===== config.mk =====
export PLATFORM = sky130hd
export DESIGN_NAME = load_store_unit
export DESIGN_NICKNAME = d
export VERILOG_FILES = /design/src/rtl/load_store_unit.sv
export SDC_FILE = /design/constraint.sdc
export NUM_CORES = 1
export LEC_CHECK = 0
export CAP_MARGIN = 10
export CORE_ASPECT_RATIO = 0.75
export CORE_MARGIN = 5
export CORE_UTILIZATION = 35
export DETAILED_ROUTE_END_ITERATION = 12
export GPL_TIMING_DRIVEN = 0
export SETUP_SLACK_MARGIN = 0.1
export SLEW_MARGIN = 20
export SYNTH_ARGS = -nofsm -noshare
export SYNTH_HDL_FRONTEND = slang
export SYNTH_SLANG_ARGS = --single-unit

===== constraint.sdc =====
create_clock -name clk -period 5.8 [get_ports clk]
set_input_delay 1.16 -clock clk [delete_from_list [all_inputs] [get_ports clk]]
set_output_delay 1.16 -clock clk [all_outputs]
set_load 0.02 [all_outputs]

===== src/rtl/load_store_unit.sv =====
// load_store_unit
//   Accepts one load/store request at a time from the execute stage, checks
//   it for illegal encodings, misalignment and out-of-range addresses, issues
//   legal accesses to the data memory for one cycle, collects load data and
//   returns a single response to writeback.
//
// Ports
//   clk, rst            clock, synchronous active-high reset
//   req_valid/ready     request handshake (ready only while idle)
//   req_load/store      access kind
//   req_base/offset     base register and signed 12-bit immediate
//   req_wdata           store data
//   req_funct3          RV32I size/sign code
//   req_rd              destination register tag
//   mem_addr/offset     base and offset presented to the data memory
//   mem_value           store data to the memory
//   mem_funct3          access code to the memory
//   mem_read/write      one-cycle memory strobes
//   mem_data            read data, valid the cycle after mem_read
//   resp_valid/ready    response handshake
//   resp_rd             destination tag of the response
//   resp_data           load result (0 for stores and faults)
//   resp_is_load        response belongs to a load
//   resp_misaligned     misaligned access flag
//   resp_fault          illegal encoding or address range fault flag
module load_store_unit #(
    parameter int unsigned MEMSIZE = 64
) (
    input  logic        clk,
    input  logic        rst,
    input  logic        req_valid,
    output logic        req_ready,
    input  logic        req_load,
    input  logic        req_store,
    input  logic [31:0] req_base,
    input  logic [11:0] req_offset,
    input  logic [31:0] req_wdata,
    input  logic [2:0]  req_funct3,
    input  logic [4:0]  req_rd,
    output logic [31:0] mem_addr,
    output logic [11:0] mem_offset,
    output logic [31:0] mem_value,
    output logic [2:0]  mem_funct3,
    output logic        mem_read,
    output logic        mem_write,
    input  logic [31:0] mem_data,
    output logic        resp_valid,
    input  logic        resp_ready,
    output logic [4:0]  resp_rd,
    output logic [31:0] resp_data,
    output logic        resp_is_load,
    output logic        resp_misaligned,
    output logic        resp_fault
);

    typedef enum logic [1:0] {IDLE, ISSUE, DATA, RESP} state_t;

    state_t      state;

    logic [31:0] ea;
    logic [2:0]  size;
    logic [32:0] ea_end;
    logic        illegal;
    logic        misaligned;
    logic        range_fault;

    // Request checks are evaluated on the live request fields so the
    // fault decision is taken at the accepting edge.
    always_comb begin
        ea = req_base + {{20{req_offset[11]}}, req_offset};
        case (req_funct3[1:0])
            2'd0:    size = 3'd1;
            2'd1:    size = 3'd2;
            default: size = 3'd4;
        endcase
        // 33-bit end address so a wrap past 2^32 still reads as out of range
        ea_end      = {1'b0, ea} + {30'd0, size};
        illegal     = (req_load == req_store)
                   || (req_load  && (req_funct3 == 3'd3 || req_funct3 >= 3'd6))
                   || (req_store && (req_funct3 > 3'd2));
        misaligned  = ((size == 3'd2) && ea[0])
                   || ((size == 3'd4) && (ea[1:0] != 2'b00));
        range_fault = ea_end > 33'(MEMSIZE);
    end

    always_ff @(posedge clk) begin
        if (rst) begin
            state           <= IDLE;
            req_ready       <= 1'b1;
            mem_addr        <= '0;
            mem_offset      <= '0;
            mem_value       <= '0;
            mem_funct3      <= '0;
            mem_read        <= 1'b0;
            mem_write       <= 1'b0;
            resp_valid      <= 1'b0;
            resp_rd         <= '0;
            resp_data       <= '0;
            resp_is_load    <= 1'b0;
            resp_misaligned <= 1'b0;
            resp_fault      <= 1'b0;
        end else begin
            case (state)
                IDLE: begin
                    if (req_valid) begin
                        req_ready    <= 1'b0;
                        resp_rd      <= req_rd;
                        resp_is_load <= req_load;
                        resp_data    <= '0;
                        if (misaligned || illegal || range_fault) begin
                            state           <= RESP;
                            resp_valid      <= 1'b1;
                            resp_misaligned <= misaligned;
                            resp_fault      <= illegal || range_fault;
                        end else begin
                            state           <= ISSUE;
                            resp_misaligned <= 1'b0;
                            resp_fault      <= 1'b0;
                            mem_addr        <= req_base;
                            mem_offset      <= req_offset;
                            mem_value       <= req_wdata;
                            mem_funct3      <= req_funct3;
                            mem_read        <= req_load;
                            mem_write       <= req_store;
                        end
                    end
                end
                ISSUE: begin
                    state      <= DATA;
                    mem_addr   <= '0;
                    mem_offset <= '0;
                    mem_value  <= '0;
                    mem_funct3 <= '0;
                    mem_read   <= 1'b0;
                    mem_write  <= 1'b0;
                end
                DATA: begin
                    // memory already sign/zero extended the read data
                    state      <= RESP;
                    resp_valid <= 1'b1;
                    resp_data  <= resp_is_load ? mem_data : '0;
                end
                RESP: begin
                    if (resp_ready) begin
                        state           <= IDLE;
                        req_ready       <= 1'b1;
                        resp_valid      <= 1'b0;
                        resp_rd         <= '0;
                        resp_data       <= '0;
                        resp_is_load    <= 1'b0;
                        resp_misaligned <= 1'b0;
                        resp_fault      <= 1'b0;
                    end
                end
                default: state <= IDLE;
            endcase
        end
    end

endmodule

# After elaboration in Yosys (flattened, before gate mapping)

Index checks and enable logic that the tools add are counted.

Word-level logic and storage cells: 98
Bits of input ports: 122
Output and inout port bits: 123
Bits in registers: 125

Reduce and logical (&&, ||, !) cells: 22
$add $sub $neg: 2
Equal/unequal tests: 12
Multiplexer cells: 45
$lt $le $gt $ge: 3

Operators with widths:

| cell                                                                              | number |
|---|---|
| 32-bit 2-to-1 mux                                                                 | 7 |
| 32-bit case mux with 2 select lines                                               | 2 |
| 32-bit case mux with 3 select lines                                               | 1 |
| 32-bit by 3-bit adder with 33-bit output                                          | 1 |
| 33-bit by 7-bit greater-than comparator with 1-bit output (second input constant) | 1 |
| 32-bit adder                                                                      | 1 |
| 12-bit 2-to-1 mux                                                                 | 2 |
| 12-bit case mux with 2 select lines                                               | 1 |
| 1-bit 2-to-1 mux                                                                  | 14 |
| 1-bit case mux with 2 select lines                                                | 6 |
| 3-bit case mux with 2 select lines                                                | 2 |
| 5-bit 2-to-1 mux                                                                  | 2 |
| 5-bit case mux with 2 select lines                                                | 1 |
| 3-bit AND reduction                                                               | 3 |
| 2-bit != test (second input constant)                                             | 4 |
| 2-bit case mux with 4 select lines                                                | 1 |
| 1-bit logical OR                                                                  | 7 |
| 3-bit by 2-bit == test with 1-bit output (second input constant)                  | 2 |
| 2-bit 2-to-1 mux                                                                  | 3 |
| 3-bit 2-to-1 mux                                                                  | 2 |
| 2-bit nonzero test                                                                | 3 |
| 2-bit by 1-bit == test with 1-bit output (second input constant)                  | 2 |
| 2-bit == test (second input constant)                                             | 2 |
| 1-bit logical AND                                                                 | 4 |
| other kinds (9)                                                                   | 10 |

# Longest topological paths before layout

Depth after elaboration: 10
Gate-level depth with buffers: 17
Gate-level depth less buffers: 14

# Worst setup path after synthesis

OpenSTA, ideal clock, no wires.

Path kind: input to register
Start point: input req_base[0]
End point: register mem_addr[0]
Slack: 0.901 ns
Setup time: 0.072 ns
Stages on the path: 16
Path buffers: 2
Data required time: 5.728 ns
Arrival time: 4.827 ns
Cell sequence: ha_1 fa_1 a211oi_2 o21a_1 a2bb2oi_2 a21boi_1 nor4b_4 nand4_2 or4_4 o31ai_2 a22oi_1 and4_4 nand4_2 buf_12 buf_12 mux2i_1

Cells in the longest elaborated chain, start to end: 8
Elaborated cells on any way between the ends: 14
Classes of those cells: add/sub (2); order compare (1); eq/ne (1); mux (3); reduce/logical (7)

Ends and longest elaborated chain:

| what                                                                             | line | RTL |
|---|---|---|
| from (decl)                                                                      | 35   | `input logic [31:0] req_base,` |
| branches (longest 8 deep; another with 32-bit by 3-bit adder with 33-bit output) | n/a  |  |
| to (signal assigned)                                                             | 119  | `mem_addr <= req_base;` |
| to (decl)                                                                        | 40   | `output logic [31:0] mem_addr,` |

Parallel ways; which one is timed is not known. The select of a mux whose other input is x is not followed.
A chain may end at the register's enable or synchronous reset.

# Worst setup path in the final report

Start point: input req_offset[11]
End point: register mem_addr[27]

Cells in the longest elaborated chain, start to end: 6

Ends and longest elaborated chain:

| what                                                      | line | RTL |
|---|---|---|
| from (decl)                                               | 36   | `input logic [11:0] req_offset,` |
| 32-bit adder                                              | 70   | `ea = req_base + {{20{req_offset[11]}}, req_offset};` |
| 32-bit by 3-bit adder with 33-bit output                  | 77   | `ea_end = {1'b0, ea} + {30'd0, size};` |
| 33-bit by 7-bit greater-than comparator with 1-bit output | 83   | `range_fault = ea_end > 33'(MEMSIZE);` |
| 1-bit logical OR                                          | 110  | `if (misaligned \|\| illegal \|\| range_fault) begin` |
| 2-bit != test (no line)                                   | n/a  |  |
| 3-bit AND reduction (no line)                             | n/a  |  |

Every way passes these cells.

==> metrics <==
H-tree depth=4; main combinational cell family by area after synthesis=simple AND/OR/NAND/NOR gates; Net count, final=1349; All-Layer GR Usage=0.193; Worst Path Required=6150 ps; Routed WL per cell=16.7 um; n_diodes=0; post-synthesis mux area share=0.109; Final ANT Viol Nets=0; Worst Hold Class=flop to flop; fin crit period=5500 ps; Seq/Total Area, Yosys=0.328; final slew viol count=0; Layout Cells excl Fill=1486; Fin Hold WS=447 ps; Compound-Gate Fraction of Synth Area=0.163; number of synthesized register bits=125; number of global-route vias before repair=7222; Max Clock Freq=182 MHz; post-synthesis xor/xnor area fraction=0.0343; arrival time worst endpoint=5850 ps; share of post-route cells with drive strength above 1=0.0659; WL met3=1500 um; CTS Root Cell=clkbuf_16; Leak Pwr=4.57 nW; Crit. End Element=flop; chip height=138 um; number of synthesized flops with an enable pin=0; crit-path max FO=22; core area=0.0213 mm2; Cells after DPL=1455; Pwr Density=284 mW/mm2; fin crit share=0.948; Max IR drop VDD=0.224 mV; commonest non-fill, non-tap cells in the layout=clkdlybuf4s50_1, nand2_1, dfxtp_1; Post-Syn Area=0.00762 mm2; worst-skew pair later-pin latency=420 ps; Layout area overhead=45.7%; Final Wtd Congestion=0.841; Post-DP HPWL=19200 um; max-cap viol count=0; final worst slack=302 ps; Syn Inst Count=924; Initial DRC Count=387; max_slew headroom=0.476; adder-cell share of the synthesized area=0.0693; Core Util, Final=0.521; Post-Synth Simple-Gate Area=0.246; post-CTS setup buffer count=0; DP Worst Slack=-646 ps; drt total wl=24800 um; RSZ-0062 raised after global routing=no; outcome=finished, final reports clean; Starting Density=0.358; pin slew with the least headroom to its limit=781 ps; largest net degree at the start of global routing=23; CTS tree=yes; area of the multi-input gates=0.00479 mm2; met2 WL=10100 um; synth top area cells=dfxtp_1, nand2_1, mux2i_1; async set-or-reset flop fraction in the synthesized netlist=0; Overflow after GRT=0; die area=0.0249 mm2; die width=180 um; first drt pass iteration count=5; syn_nets=1087; DRC=0; first-pass GRT wire length=38900 um; clock sinks=125; uppermost layer routed=met4; IO Port Bufs=243; Syn. warnings=0; Clk pin slew, worst setup/hold paths=60 ps; Num CTS Buffers=17; WS Path Type=primary input to flop; Worst Setup Start Kind=primary input; ys flop type=dfxtp_1; fillers=2025; number of core rows=46; Avg Cell Area, Syn=8.25 um2; wire length on met1=13000 um; area share of the largest cell type after synthesis=0.328; vias post-DR=7544; Ports=245; most common cell after layout, fill and taps aside=clkdlybuf4s50_1; Final Hold Viols=0; area leader, netlist=dfxtp_1; CTS Buffer Depth=2; Vias/cell=5.08; FF/Latch Area=0.00250 mm2; worst clock skew=6.57 ps; Distinct cells, synth=79; initial antenna violation count=0; Final setup viols=0
==> layer usage <==
metal	track usage	vias to the layer above
met5	0	-
met4	0.0449	0
met3	0.0554	17
met2	0.268	207
met1	0.290	3505
li1	-	3815
==> cell usage after synthesis (all sizes together), types with 6 or more instances <==
| library cell | count |
|---|---|
| nand2 | 236 |
| dfxtp | 125 |
| mux2i | 83 |
| a21oi | 80 |
| nand3 | 40 |
| ha | 39 |
| nor2 | 35 |
| clkbuf | 31 |
| o21ai | 31 |
| xnor2 | 23 |
| buf | 17 |
| nor3 | 15 |
| inv | 13 |
| nand4 | 11 |
| a21o | 10 |
| nor4 | 10 |
| o211ai | 10 |
| nor3b | 8 |
| a211oi | 7 |
| and3 | 6 |
| nor2b | 6 |
| xor2 | 6 |
==> kinds of logic (layout without fill, tap and decap cells) <==
logic type / after synthesis / in the layout
compound gates: 187 / 187
xor+xnor: 29 / 29
fa+ha+maj: 41 / 41
buf+inv: 61 / 335
flops: 125 / 125
mux: 83 / 83
simple gates: 398 / 398
==> through the flow <==
step / power, W / TNS (ps) / area, um2
final: 0.00315 / 0 / 11100
after global routing: 0.00333 / 0 / 11100
after CTS: 0.00317 / 0 / 11100
after detailed placement: 0.00198 / -51210 / 10400
after global placement: 0.00197 / -52160 / 10400
after floorplan: 0.00161 / 0 / 7620
==> power by group <==
part	switching, W	internal (W)	total (W)
Sequential	0.0000234	0.000899	0.000922
Combinational	0.000665	0.000389	0.00105
Clock	0.000448	0.000729	0.00118
==> path summary, 6_finish.rpt <==
check,cells past startpoint,slack [ps],startpoint,endpoint
max,16,300,req_offset[11],mem_addr[27]
min,2,450,resp_data[4],resp_data[4]
max reg2reg,7,3500,state[0],mem_value[3]
min reg2reg,2,450,resp_data[4],resp_data[4]
==> flip-flops by register name (all words and copies together) (netlist names) <==
register	count
resp_valid	1
resp_data	32
mem_value	32
mem_offset	12
req_ready	1
resp_misaligned	1
resp_fault	1
mem_addr	32
mem_write	1
mem_read	1
resp_rd	5
mem_funct3	3
state	2
resp_is_load	1
==> worst max-delay path, cell delays in order <==
cell             delay [ps]
clkdlybuf4s18_2         460
ha_1                    500
a21oi_1                 350
o21ai_0                 280
o21ai_1                 380
o311ai_4                190
xnor2_1                 280
a2111o_1                490
or4_4                   510
o31ai_2                 230
a22oi_1                 130
and4_4                  230
nand4_2                 110
buf_12                  190
buf_12                  160
mux2i_1                 190
==> layout make-up <==
class | count | share of cell area
tap | 288 | 0.0325
timing repair buffer | 243 | 0.219
clock buffer | 17 | 0.0383
clock inverter | 14 | 0.0188
inverter | 13 | 0.00440
sequential | 125 | 0.225
multi-input combinational | 738 | 0.432
buffer | 48 | 0.0298
==> repair_timing <==
item                                    in CTS  in global routing
endpoints found under the setup margin      84                 80
gates resized for setup                      3                  8
pin swaps                                    0                  1
hold buffers                                 0                  0
Note: power is estimated with default switching activity, not from simulation.
